## src/rtl/rv32_fetch_align.sv

```systemverilog
// Fetch front-end: word fetches go into a circular halfword buffer, and one aligned RV32/RVC
// instruction is presented per handshake. Redirects, straddling 32-bit words and misaligned-PC faults are handled here.
module rv32_fetch_align #(
  parameter int          DEPTH          = 4,
  parameter bit          COMPRESSED_ISA = 1'b1,
  parameter logic [31:0] PROGADDR_RESET = 32'h0000_0000
) (
  input  logic        clk,
  input  logic        resetn,
  output logic        mem_valid,
  output logic [31:0] mem_addr,
  input  logic        mem_ready,
  input  logic [31:0] mem_rdata,
  input  logic        flush,
  input  logic [31:0] flush_pc,
  output logic [31:0] insn,
  output logic [31:0] insn_pc,
  output logic        insn_valid,
  output logic        insn_is_rvc,
  output logic        insn_fault,
  input  logic        insn_ready
);

  localparam int            PW        = $clog2(DEPTH);
  localparam int            CW        = PW + 1;
  localparam logic [CW-1:0] DEPTH_C   = CW'(DEPTH);
  localparam logic          RST_FAULT = PROGADDR_RESET[0] | (~COMPRESSED_ISA & PROGADDR_RESET[1]);
  localparam logic          RST_SKIP  = COMPRESSED_ISA & PROGADDR_RESET[1];

  typedef enum logic [1:0] {S_IDLE, S_REQ, S_FLUSHWAIT} state_e;

  state_e                 state_q, state_d;
  logic [31:0]            fetch_addr_q, fetch_addr_d;
  logic [31:0]            pend_addr_q, pend_addr_d;
  logic                   skip_q, skip_d;
  logic                   fault_q, fault_d;
  logic [31:0]            pc_q, pc_d;
  logic [CW-1:0]          count_q, count_d;
  logic [PW-1:0]          rd_ptr_q, rd_ptr_d, wr_ptr_q, wr_ptr_d;
  logic [DEPTH-1:0][15:0] buf_q;

  logic [15:0]   h0, h1;
  logic          head_rvc, head_ok, pop, push, flush_fault;
  logic [CW-1:0] pop_n, push_n, free, count_after;
  logic [PW-1:0] rd_ptr_p1, wr_ptr_p1;

  // Head decode; outputs depend only on registered state, so they hold while stalled.
  always_comb begin
    rd_ptr_p1   = rd_ptr_q + PW'(1);
    wr_ptr_p1   = wr_ptr_q + PW'(1);
    h0          = buf_q[rd_ptr_q];
    h1          = buf_q[rd_ptr_p1];
    head_rvc    = COMPRESSED_ISA && (h0[1:0] != 2'b11);
    head_ok     = head_rvc ? (count_q >= CW'(1)) : (count_q >= CW'(2));
    insn_valid  = fault_q | head_ok;
    insn_fault  = fault_q;
    insn_is_rvc = !fault_q && head_ok && head_rvc;
    insn_pc     = pc_q;
    if (fault_q || !head_ok) insn = 32'h0;
    else if (head_rvc)       insn = {16'h0, h0};
    else                     insn = {h1, h0};
    mem_valid   = (state_q != S_IDLE);
    mem_addr    = fetch_addr_q;
  end

  always_comb begin
    pop         = !fault_q && head_ok && insn_ready && !flush;
    push        = (state_q == S_REQ) && mem_ready && !flush;
    pop_n       = pop ? (head_rvc ? CW'(1) : CW'(2)) : '0;
    push_n      = push ? (skip_q ? CW'(1) : CW'(2)) : '0;
    count_after = count_q + push_n - pop_n;
    free        = DEPTH_C - count_q;
    flush_fault = flush_pc[0] | (~COMPRESSED_ISA & flush_pc[1]);
  end

  always_comb begin
    state_d      = state_q;
    fetch_addr_d = fetch_addr_q;
    pend_addr_d  = pend_addr_q;
    skip_d       = skip_q;
    fault_d      = fault_q;
    count_d      = count_after;
    rd_ptr_d     = rd_ptr_q + pop_n[PW-1:0];
    wr_ptr_d     = wr_ptr_q + push_n[PW-1:0];
    pc_d         = pc_q + (pop ? (head_rvc ? 32'd2 : 32'd4) : 32'd0);
    if (flush) begin
      count_d  = '0;
      rd_ptr_d = '0;
      wr_ptr_d = '0;
      pc_d     = flush_pc;
      fault_d  = flush_fault;
      skip_d   = COMPRESSED_ISA & flush_pc[1];
      // An unaccepted request must stay on the bus; remember the new target until it completes.
      if (mem_valid && !mem_ready) begin
        state_d     = S_FLUSHWAIT;
        pend_addr_d = {flush_pc[31:2], 2'b00};
      end else begin
        fetch_addr_d = {flush_pc[31:2], 2'b00};
        state_d      = flush_fault ? S_IDLE : S_REQ;
      end
    end else begin
      case (state_q)
        S_IDLE:
          if (!fault_q && (free >= CW'(2) || (free >= CW'(1) && skip_q))) state_d = S_REQ;
        S_REQ:
          if (mem_ready) begin
            fetch_addr_d = fetch_addr_q + 32'd4;
            skip_d       = 1'b0;
            state_d      = ((DEPTH_C - count_after) >= CW'(2)) ? S_REQ : S_IDLE;
          end
        S_FLUSHWAIT:
          if (mem_ready) begin
            fetch_addr_d = pend_addr_q;
            state_d      = fault_q ? S_IDLE : S_REQ;
          end
        default: state_d = S_IDLE;
      endcase
    end
  end

  always_ff @(posedge clk or negedge resetn) begin
    if (!resetn) begin
      state_q      <= S_IDLE;
      fetch_addr_q <= {PROGADDR_RESET[31:2], 2'b00};
      pend_addr_q  <= 32'h0;
      skip_q       <= RST_SKIP;
      fault_q      <= RST_FAULT;
      pc_q         <= PROGADDR_RESET;
      count_q      <= '0;
      rd_ptr_q     <= '0;
      wr_ptr_q     <= '0;
    end else begin
      state_q      <= state_d;
      fetch_addr_q <= fetch_addr_d;
      pend_addr_q  <= pend_addr_d;
      skip_q       <= skip_d;
      fault_q      <= fault_d;
      pc_q         <= pc_d;
      count_q      <= count_d;
      rd_ptr_q     <= rd_ptr_d;
      wr_ptr_q     <= wr_ptr_d;
    end
  end

  // Skip word carries only the upper halfword (PC entered mid-word).
  always_ff @(posedge clk) begin
    if (push) begin
      if (skip_q) begin
        buf_q[wr_ptr_q] <= mem_rdata[31:16];
      end else begin
        buf_q[wr_ptr_q]  <= mem_rdata[15:0];
        buf_q[wr_ptr_p1] <= mem_rdata[31:16];
      end
    end
  end

endmodule

```

## config.mk

```make
export PLATFORM = sky130hd
export DESIGN_NAME = rv32_fetch_align
export DESIGN_NICKNAME = d
export VERILOG_FILES = /design/src/rtl/rv32_fetch_align.sv
export SDC_FILE = /design/constraint.sdc
export NUM_CORES = 1
export LEC_CHECK = 0
export CAP_MARGIN = 25
export CORE_ASPECT_RATIO = 1.25
export CORE_MARGIN = 5
export CORE_UTILIZATION = 55
export CTS_CLUSTER_DIAMETER = 50
export CTS_CLUSTER_SIZE = 30
export DETAILED_ROUTE_END_ITERATION = 16
export GPL_TIMING_DRIVEN = 1
export PLACE_DENSITY = 0.89
export REMOVE_ABC_BUFFERS = 1
export SYNTH_ARGS = -nofsm -noshare
export SYNTH_HDL_FRONTEND = slang
export SYNTH_SLANG_ARGS = --single-unit
export TNS_END_PERCENT = 5
```

## constraint.sdc

```tcl
create_clock -name clk -period 9.9 [get_ports clk]
set_input_delay 2.97 -clock clk [delete_from_list [all_inputs] [get_ports clk]]
set_output_delay 2.97 -clock clk [all_outputs]
set_load 0.02 [all_outputs]
```

Word-level counts from Yosys, hierarchy flattened
Index checks and enable logic that the tools add are counted.

storage, ports and cells
  register bits = 169
  logic and storage cells = 110

cells by class
  $add $sub $neg = 10
  order comparisons = 11
  eq/ne operators = 7
  mux-type cells = 42
  bitwise logic cells = 1
  reduce and logical (&&, ||, !) cells = 26

operators with widths
  kind                                                                                 count
  32-bit two-way mux                                                                   7
  64-bit bitwise mux                                                                   3
  16-bit binary-select mux with 2-bit select                                           2
  16-bit demux with 2-bit select                                                       2
  16-bit two-way mux                                                                   4
  64-bit two-way mux                                                                   1
  32-bit one-hot mux with 2 select lines                                               1
  32-bit by 3-bit adder with 32-bit output                                             1
  32-bit by 3-bit adder with 32-bit output, second input constant                      1
  2-bit two-way mux                                                                    11
  2-bit by 3-bit less-than comparator with 1-bit output, second input constant         4
  1-bit logical AND                                                                    11
  3-bit by 2-bit greater-or-equal comparator with 1-bit output, second input constant  3
  3-bit two-way mux                                                                    3
  3-bit != test, second input constant                                                 3
  1-bit two-way mux                                                                    7
  3-bit by 1-bit greater-or-equal comparator with 1-bit output, second input constant  2
  2-bit one-hot mux with 3 select lines                                                1
  2-bit nonzero test                                                                   3
  3-bit subtractor, first input constant                                               2
  2-bit by 1-bit adder with 2-bit output, second input constant                        2
  2-bit adder                                                                          2
  2-bit by 1-bit greater-or-equal comparator with 1-bit output, second input constant  2
  1-bit zero test                                                                      4
  12 further kinds                                                                     15

Logic depth before layout (Yosys ltp)
Gate-level depths: netlist of the first run.

  depth in word-level cells = 15
  mapped depth = 14
  depth with buffers taken out = 14

Worst setup path after synthesis of the first run
Ideal clock, no wire load.

  path type = input to register
  start point = input flush
  end point = register state_q[0]
  library setup time = 0.123 ns
  arrival = 5.718 ns
  setup slack = 4.059 ns
  stages = 11
  path through = or3b_4 -> or3_1 -> fa_1 -> inv_1 -> fa_1 -> inv_1 -> ha_1 -> nor3b_1 -> a21oi_1 -> o31ai_1 -> nor2_1

between the ends
  word-level cells in the longest chain between the ends = 11
  elaborated cells on any way between the ends = 17

ends and longest elaborated chain
  element                                                       line    RTL
  start: declaration                                            14      input logic flush,
  1-bit zero test                                               67, 68
  1-bit logical AND                                             68      push = (state_q == S_REQ) && mem_ready && !flush;
  2-bit two-way mux                                             70      push_n = push ? (skip_q ? CW'(1) : CW'(2)) : '0;
  3-bit by 2-bit adder with 3-bit output                        71      count_after = count_q + push_n - pop_n;
  3-bit by 2-bit subtractor with 3-bit output                   71
  3-bit subtractor                                              109     state_d = ((DEPTH_C - count_after) >= CW'(2)) ? S_REQ : S_IDLE;
  3-bit by 2-bit greater-or-equal comparator with 1-bit output  109
  1-bit two-way mux                                             109
  2-bit two-way mux                                             106     if (mem_ready) begin
  2-bit one-hot mux with 3 select lines                         102     case (state_q)
  2-bit two-way mux                                             86      if (flush) begin
  end signal: assignment                                        133     state_q <= state_d;
  end: declaration                                              32      state_e state_q, state_d;

Parallel ways exist; a longest one is shown, timed or not. The select of a mux whose other input is x is not followed.
A chain may end at the register's enable or synchronous reset.

Worst setup path in the final report of the first run
  start point = register rd_ptr_q[0]
  end point = output insn[3]

between the ends
  word-level cells in the longest chain between the ends = 7
  elaborated cells on any way between the ends = 8

ends and longest elaborated chain
  element                                         line  RTL
  start: declaration                              39    logic [PW-1:0] rd_ptr_q, rd_ptr_d, wr_ptr_q, wr_ptr_d;
  start signal: assignment                        140   rd_ptr_q <= rd_ptr_d;
  16-bit binary-select mux with 2-bit select (*)  51    h0 = buf_q[rd_ptr_q];
  16-bit two-way mux (implied by the code) (*)    51
  2-bit != test                                   53    head_rvc = COMPRESSED_ISA && (h0[1:0] != 2'b11);
  1-bit two-way mux                               54    head_ok = head_rvc ? (count_q >= CW'(1)) : (count_q >= CW'(2));
  1-bit zero test                                 59    if (fault_q || !head_ok) insn = 32'h0;
  1-bit logical OR                                59
  32-bit two-way mux (*)                          59
  end: declaration                                16    output logic [31:0] insn,

Every way passes the cells marked *; elsewhere a longest branch is shown, timed or not. The select of a mux whose other input is x is not followed.

==> implementation parameters, run 1 <==
Parameter                              Value

Run status
  Outcome ... completed

Clocking
  Root buffer selected by CTS ... clkbuf_16
  Level count of the clock H-tree ... 4
  Post-CTS clock slew at the launch and capture registers of the worst setup and hold paths ... 0.07 ns
  Number of clock sinks ... 167
  Clock tree from TritonCTS ... yes
  Post-CTS sizing ... 0
  Buffer count from post-CTS setup fixing ... 0
  Number of buffers created by CTS ... 17
  Cts-stage hold buffer count ... 0
  Clock latency on the worst-skew pair ... 0.43 ns
  Maximum clock insertion buffer count ... 2

Floorplan
  Initial standard-cell utilization of the core ... 55.6%
  Die footprint ... 21700 sq um
  Number of placement rows ... 56
  Width of the die ... 133 um
  Number of primary I/O pins ... 169
  Die Span Y ... between 150 and 200 um
  Area of the placeable core ... 18600 sq um

Logic synthesis
  Post-synthesis instance total ... 1051
  Async set-or-reset flop fraction in the synthesized netlist ... 61.7%
  Distinct cell type count of the synthesized netlist ... 70
  Top FF cell, synth ... dfrtp_1
  Mapped cell area ... 10400 sq um
  Top cells by area in the synthesized netlist ... dfrtp_1 (25%), edfxtp_1 (19%), mux4_2 (6.9%)
  Count of synthesis-stage warnings from yosys ... 0
  Most frequent cells after synthesis ... nand2_1 (131), dfrtp_1 (103), a21oi_1 (92)
  Sequential fraction of the synthesis area ... between 40% and 50%
  Most frequent cell after synthesis ... nand2_1
  Flop and latch count out of synthesis ... 167
  Area share of the largest cell type after synthesis ... 24.9%
  Cell type contributing the most total cell area after synthesis ... dfrtp_1
  Count of flip-flops with a built-in enable after synthesis ... 64
  Average cell area after synthesis ... 9.87 sq um

Power
  Portion of total power attributed to sequential cells ... 37.6%
  Worst VDD drop ... 153 uV
  Logic gate share of total power ... 37.7%
  Leakage power total ... 4.65 nW
  Power density over the cells ... ~230 nW/um^2
  Clock Power Share ... 24.7%
  Internal Pwr Total ... 1.81 mW
  Overall power consumption ... between 2 and 3 mW
  Net switching power ... around 1.1 mW
  Switching power as a share of total power ... between 30% and 40%

Setup path
  Peak fanout along the critical path ... 34
  Data required time at the worst endpoint ... 6.93 ns
  Endpoint arrival time on the critical path ... 3.33 ns
  Reg2Reg Launch Point ... rd_ptr_q[0]
  Capturing element type of the critical path ... output port
  Crit Path Class ... reg -> out
  Worst setup slack for register-to-register paths ... 5.86 ns
  Reg-to-reg endpoint ... insn_pc[13]
  Reg2Reg Depth ... 9
  Startpoint type of the worst setup path ... register

Detailed routing
  Routed Antenna Nets ... 0
  Overall via count from detail_route ... 9320
  DRC violations left ... 0
  Iteration-0 DRC count of the detailed router ... 1214
  Per-cell routed wire length ... between 20 and 25 um
  Drt via density ... 6.66
  Drt total wl ... 30000 um
  Detailed-routing iteration count for the pre-antenna-repair pass ... 6

GRT
  Gr ovfl total ... 0
  Pin count of the biggest net entering global routing ... ~130
  Via count of the first global-routing pass ... between 9k and 10k
  First-pass GRT wire length ... 46800 um
  Global Route Usage Sum ... about 27%
  Antenna violations before repair ... 0

Timing
  Setup slack after layout ... 3.60 ns
  Total Negative Setup Slacks ... 0 ns
  Final count of hold timing violations ... 0
  Worst Clk Skew ... 0.0102 ns
  Unrepaired setup endpoints after global routing ... false
  Final period util ... 63.7%
  Minimum clock period after layout ... between 6 and 7 ns
  Worst slew pin tran ... 0.936 ns
  Tightest slew margin relative to the limit ... 37.4%
  Count of final setup violators ... 0
  Final Max Tran Viols ... 0
  Maximum clock frequency ... 159 MHz

Min path
  Type of the most critical hold path ... reg -> reg
  Cell depth of the worst hold path ... 1
  Startpoint of the lowest-slack hold path ... pend_addr_q[5]
  Destination of the worst hold path ... pend_addr_q[5]

Placement
  Port Buffer Count ... roughly 170
  Detailed Place HPWL ... 19700 um
  Worst setup timing slack at the placement stage ... 3.33 ns
  Routability congestion estimate ... 0.875

Final layout
  Growth of design area from synthesis to finish ... 22.8%
  Filler cell count in the final layout ... approximately 1.3k
  Nets ... between 1k and 1.5k
  Share of cells above drive strength 1 ... 11.8%
  Diodes inserted ... 0

Flow run
  Max-cap violations ... 0
## layer usage
layer,GRT usage [%],wire length (um)
met1,32.6,11200
met2,45.5,15000
met5,0,0
met3,6.62,2860
met4,11.5,892
## layout by cell type (no fill, tap or decap), types with 5 or more instances in the layout
cell and instances:
a31oi_1 18, mux4_2 32, xnor2_1 13, nand4_1 18, edfxtp_1 64, nor3_1 6, a21oi_1 92, and4_1 6
nor2b_1 24, o31a_1 5, nor4_1 8, clkdlybuf4s50_1 164, or4_1 5, and3_1 29, ha_1 14, clkbuf_16 18
nor2_1 50, o21ai_0 56, a221oi_1 67, o211ai_1 7, xor2_1 25, mux2_2 31, dfrtp_1 101, buf_4 19
nand2_1 131, o21ai_1 5, or3_1 13, inv_1 24, nand3_1 30
## through the flow
step | utilization, % | hold slack (ns) | cell area (sq um) | cells
after global placement | 64.4 | 0.481 | 12000 | 1362
after global routing | 68.3 | 0.514 | 12700 | 1400
after CTS | 67.8 | 0.503 | 12600 | 1394
after floorplan | - | 0.471 | 9890 | 947
final | 68.3 | 0.509 | 12700 | 1400
after detailed placement | 64.4 | 0.488 | 12000 | 1362
## sequential cells by signal, indices dropped and copies added (netlist names)
| register | count |
|---|---|
| buf_q | 64 |
| count_q | 3 |
| insn_fault | 1 |
| mem_addr | 30 |
| pend_addr_q | 30 |
| insn_pc | 32 |
| state_q | 2 |
| wr_ptr_q | 2 |
| skip_q | 1 |
| rd_ptr_q | 2 |
## worst max-delay path: stages, from the launching register on
cell,delay (ns)
dfrtp_1,0.32
buf_4,0.43
mux4_2,0.66
nand2_4,0.14
mux2i_1,0.19
buf_4,0.28
and3_1,0.23
clkdlybuf4s50_1,0.63
## cell families after synthesis
kind of cell | count (synthesis) | share of synthesized area [%]
multiplexers | 65 | 10.5
AO/OA/AOI/OAI | 291 | 18.4
buffers and inverters | 129 | 5.54
flip-flops | 167 | 43.4
XOR/XNOR | 39 | 3.43
AND/OR/NAND/NOR | 342 | 16.4
other | 1 | 0.0362
adder cells (fa/ha/maj) | 17 | 2.27
## power groups by stage
stage               logic (mW)  registers, mW  clock network, mW
finish                    1.08           1.08              0.710
global route              1.16           1.10              0.742
CTS                       1.06           1.09              0.716
detailed placement        1.05           1.10                  0
global placement          1.02           1.09                  0
floorplan                0.540           1.14                  0
## area by class of cell
cell class / instances / area, sq um / area share (%)
repair buffers: 189 / 1880 / 14.8
inverters: 24 / 90.1 / 0.708
clock buffers: 20 / 468 / 3.68
flip-flops and latches: 167 / 4500 / 35.4
multi-input cells: 756 / 5330 / 41.9
well taps: 232 / 290 / 2.28
clock inverters: 12 / 164 / 1.29
## worst max-delay path by stage
stage,start,endpoint,slack (ns),cells after the start
floorplan,rd_ptr_q[1],insn[10],3.99,4
global placement,insn_ready,state_q[0],3.42,12
detailed placement,mem_ready,state_q[0],3.33,14
CTS,rd_ptr_q[1],insn[21],3.20,5
global route,rd_ptr_q[1],insn[19],3.38,6
finish,rd_ptr_q[0],insn[3],3.60,7
(Power assumes the default switching activity.)
==> run 2: changes to the inputs <==
==> constraint.sdc (replaced) <==
create_clock -name clk -period 6 [get_ports clk]
set_input_delay 1.8 -clock clk [delete_from_list [all_inputs] [get_ports clk]]
set_output_delay 1.8 -clock clk [all_outputs]
set_load 0.02 [all_outputs]
==> run 2 against run 1 <==
Clock-buffer cell count unchanged. Worst setup slack worse by 2.9 ns. Critical endpoint is now insn[16]. Total power grew 63%. Critical path depth down 2.
==> implementation parameters, run 2 (synthesized netlist as in run 1, its figures left out) <==
Parameter                              Value

Run status
  Outcome ... completed

Power
  Switching power as a share of total power ... 37.1% (+0.16 points)
  Leakage power total ... 4.64 nW (-0.24%)
  Net switching power ... 1.74 mW (+64%)
  Worst VDD drop ... 205 uV (+34%)
  Power density over the cells ... 370 nW/um^2 (+64%)
  Logic gate share of total power ... 37.6% (about the same)
  Portion of total power attributed to sequential cells ... 38.2% (+0.6 points)
  Internal Pwr Total ... 2.95 mW (+62%)
  Clock Power Share ... 24.2% (-0.5 points)

Setup path
  Data required time at the worst endpoint ... 4.20 ns (-2.73 ns)
  Reg2Reg Launch Point ... rd_ptr_q[0]
  Endpoint arrival time on the critical path ... 3.48 ns (+0.15 ns)
  Startpoint type of the worst setup path ... register
  Peak fanout along the critical path ... 16 (-53%)
  Startpoint of the most critical setup path ... rd_ptr_q[0]
  Crit Path Class ... reg -> out
  Capturing element type of the critical path ... output port

Floorplan
  Area of the placeable core ... 18600 sq um (unchanged)
  Number of primary I/O pins ... 169 (unchanged)
  Number of placement rows ... 56 (unchanged)
  Initial standard-cell utilization of the core ... 55.6% (unchanged)
  Die Span Y ... 164 um (unchanged)
  Width of the die ... 133 um (unchanged)
  Die footprint ... 21700 sq um (unchanged)

Placement
  Port Buffer Count ... 166 (unchanged)
  Worst setup timing slack at the placement stage ... 0.594 ns (-2.73 ns)
  Detailed Place HPWL ... 20100 um (+2.0%)
  Routability congestion estimate ... 0.904 (+3.4%)

Detailed routing
  Detailed-routing iteration count for the pre-antenna-repair pass ... 6 (unchanged)
  Per-cell routed wire length ... 21.0 um (-2.0%)
  Drt total wl ... 29500 um (-1.9%)
  Overall via count from detail_route ... 9336 (+0.17%)
  DRC violations left ... 0 (unchanged)
  Routed Antenna Nets ... 0 (unchanged)
  Drt via density ... 6.66 (about the same)
  Iteration-0 DRC count of the detailed router ... 1303 (+7.3%)

Timing
  Hold_ws ... 0.505 ns (-0.00425 ns)
  Count of final setup violators ... 0 (unchanged)
  Final count of hold timing violations ... 0 (unchanged)
  Tightest slew margin relative to the limit ... 34.9% (-2.5 points)
  Final Max Tran Viols ... 0 (unchanged)
  Unrepaired setup endpoints after global routing ... false
  Worst Clk Skew ... 0.00783 ns (-0.00233 ns)
  Total Negative Setup Slacks ... 0 ns (unchanged)
  Minimum clock period after layout ... 5.28 ns
  Worst slew pin tran ... 0.977 ns (+0.0408 ns)
  Maximum clock frequency ... 189 MHz
  Final period util ... 88.1%
  Setup slack after layout ... 0.717 ns (-2.88 ns)

GRT
  Pin count of the biggest net entering global routing ... 133 (unchanged)
  Global Route Usage Sum ... 26.9% (+0.13 points)
  Antenna violations before repair ... 0 (unchanged)
  Via count of the first global-routing pass ... 9088 (+0.62%)
  Gr ovfl total ... 0 (unchanged)
  First-pass GRT wire length ... 46800 um (about the same)

Final layout
  Flip-flop count of the largest register, all copies and words added ... 64 (unchanged)
  Growth of design area from synthesis to finish ... 22.2%
  Diodes inserted ... 0 (unchanged)
  Leading cell types in the layout, fill and taps excluded ... clkdlybuf4s50_1 (164), nand2_1 (131), dfrtp_1 (101)
  Register with the highest flop count ... buf_q
  Nets ... 1243 (+0.16%)
  Share of cells above drive strength 1 ... 11.8% (-0.020 points)
  Most common cell after layout, fill and taps aside ... clkdlybuf4s50_1

Clocking
  Root buffer selected by CTS ... clkbuf_16
  Clock latency on the worst-skew pair ... 0.44 ns (about the same)
  Maximum clock insertion buffer count ... 2 (unchanged)
  Level count of the clock H-tree ... 4 (unchanged)
  Buffer count from post-CTS setup fixing ... 0 (unchanged)
  Post-CTS clock slew at the launch and capture registers of the worst setup and hold paths ... 0.07 ns (about the same)
  Number of buffers created by CTS ... 17 (unchanged)
  Cts-stage hold buffer count ... 0 (unchanged)
  Number of clock sinks ... 167 (unchanged)
  Post-CTS sizing ... 0 (unchanged)
  Clock tree from TritonCTS ... yes

Min path
  Type of the most critical hold path ... reg -> reg
  Startpoint of the lowest-slack hold path ... pend_addr_q[16]

Flow run
  Max-cap violations ... 0 (unchanged)
run 2: cell count changes in the layout (fill, tap and decap cells not counted), sizes merged:
cell / change
clkinvlp: +1
buf: +2
clkinv: -1
bufinv: -1
inv: +1
run 2: metal layers:
metal / vias to the layer above / routed length, um / track usage [%]
met2: 639 / 14800 / 46.0
met4: 0 / 873 / 11.5
met3: 88 / 3150 / 5.58
met1: 4448 / 10700 / 33.2
met5: - / 0 / 0
li1: 4161 / - / -
run 2: path summary, 6_finish.rpt:
path	end	slack, ns	cells past startpoint
hold reg to reg	pend_addr_q[16]	0.50	1
setup / recovery	insn[16]	0.72	5
hold / removal	pend_addr_q[16]	0.50	1
setup reg to reg	state_q[0]	2.01	12
min in group asynchronous	insn_pc[14]	1.46	1
max in group asynchronous	pend_addr_q[18]	3.45	2
run 2: layout make-up:
cell class,instances,area (sq um)
Clock buffer,20,469
Clock inverter,12,138
Fill cell,1361,5970
Inverter,24,90.1
Multi-Input combinational cell,756,5320
Sequential cell,167,4500
Tap cell,232,290
Timing Repair Buffer,191,1850
run 2: power by group through the flow:
stage | logic [mW] | registers (mW) | clock network, mW
after detailed placement | 1.73 | 1.81 | 0
final | 1.76 | 1.79 | 1.14
after global routing | 1.90 | 1.82 | 1.18
after floorplan | 0.890 | 1.88 | 0
after CTS | 1.74 | 1.79 | 1.14
after global placement | 1.68 | 1.79 | 0
run 2: critical path, stage by stage, from the launching register on:
cell and delay, ns:
dfrtp_1 0.77, mux4_2 0.45, nand2_4 0.10, or3_1 0.70, nor2b_1 0.36, clkdlybuf4s50_1 0.66
run 2: stage by stage:
stage / util (%) / cells / instance area (sq um) / power [mW]
after detailed placement: 64.6 / 1368 / 12000 / 3.54
after global placement: 64.6 / 1368 / 12000 / 3.47
after global routing: 68.0 / 1402 / 12700 / 4.91
after floorplan: - / 947 / 9890 / 2.77
after CTS: 67.8 / 1400 / 12600 / 4.67
final: 68.0 / 1402 / 12700 / 4.68
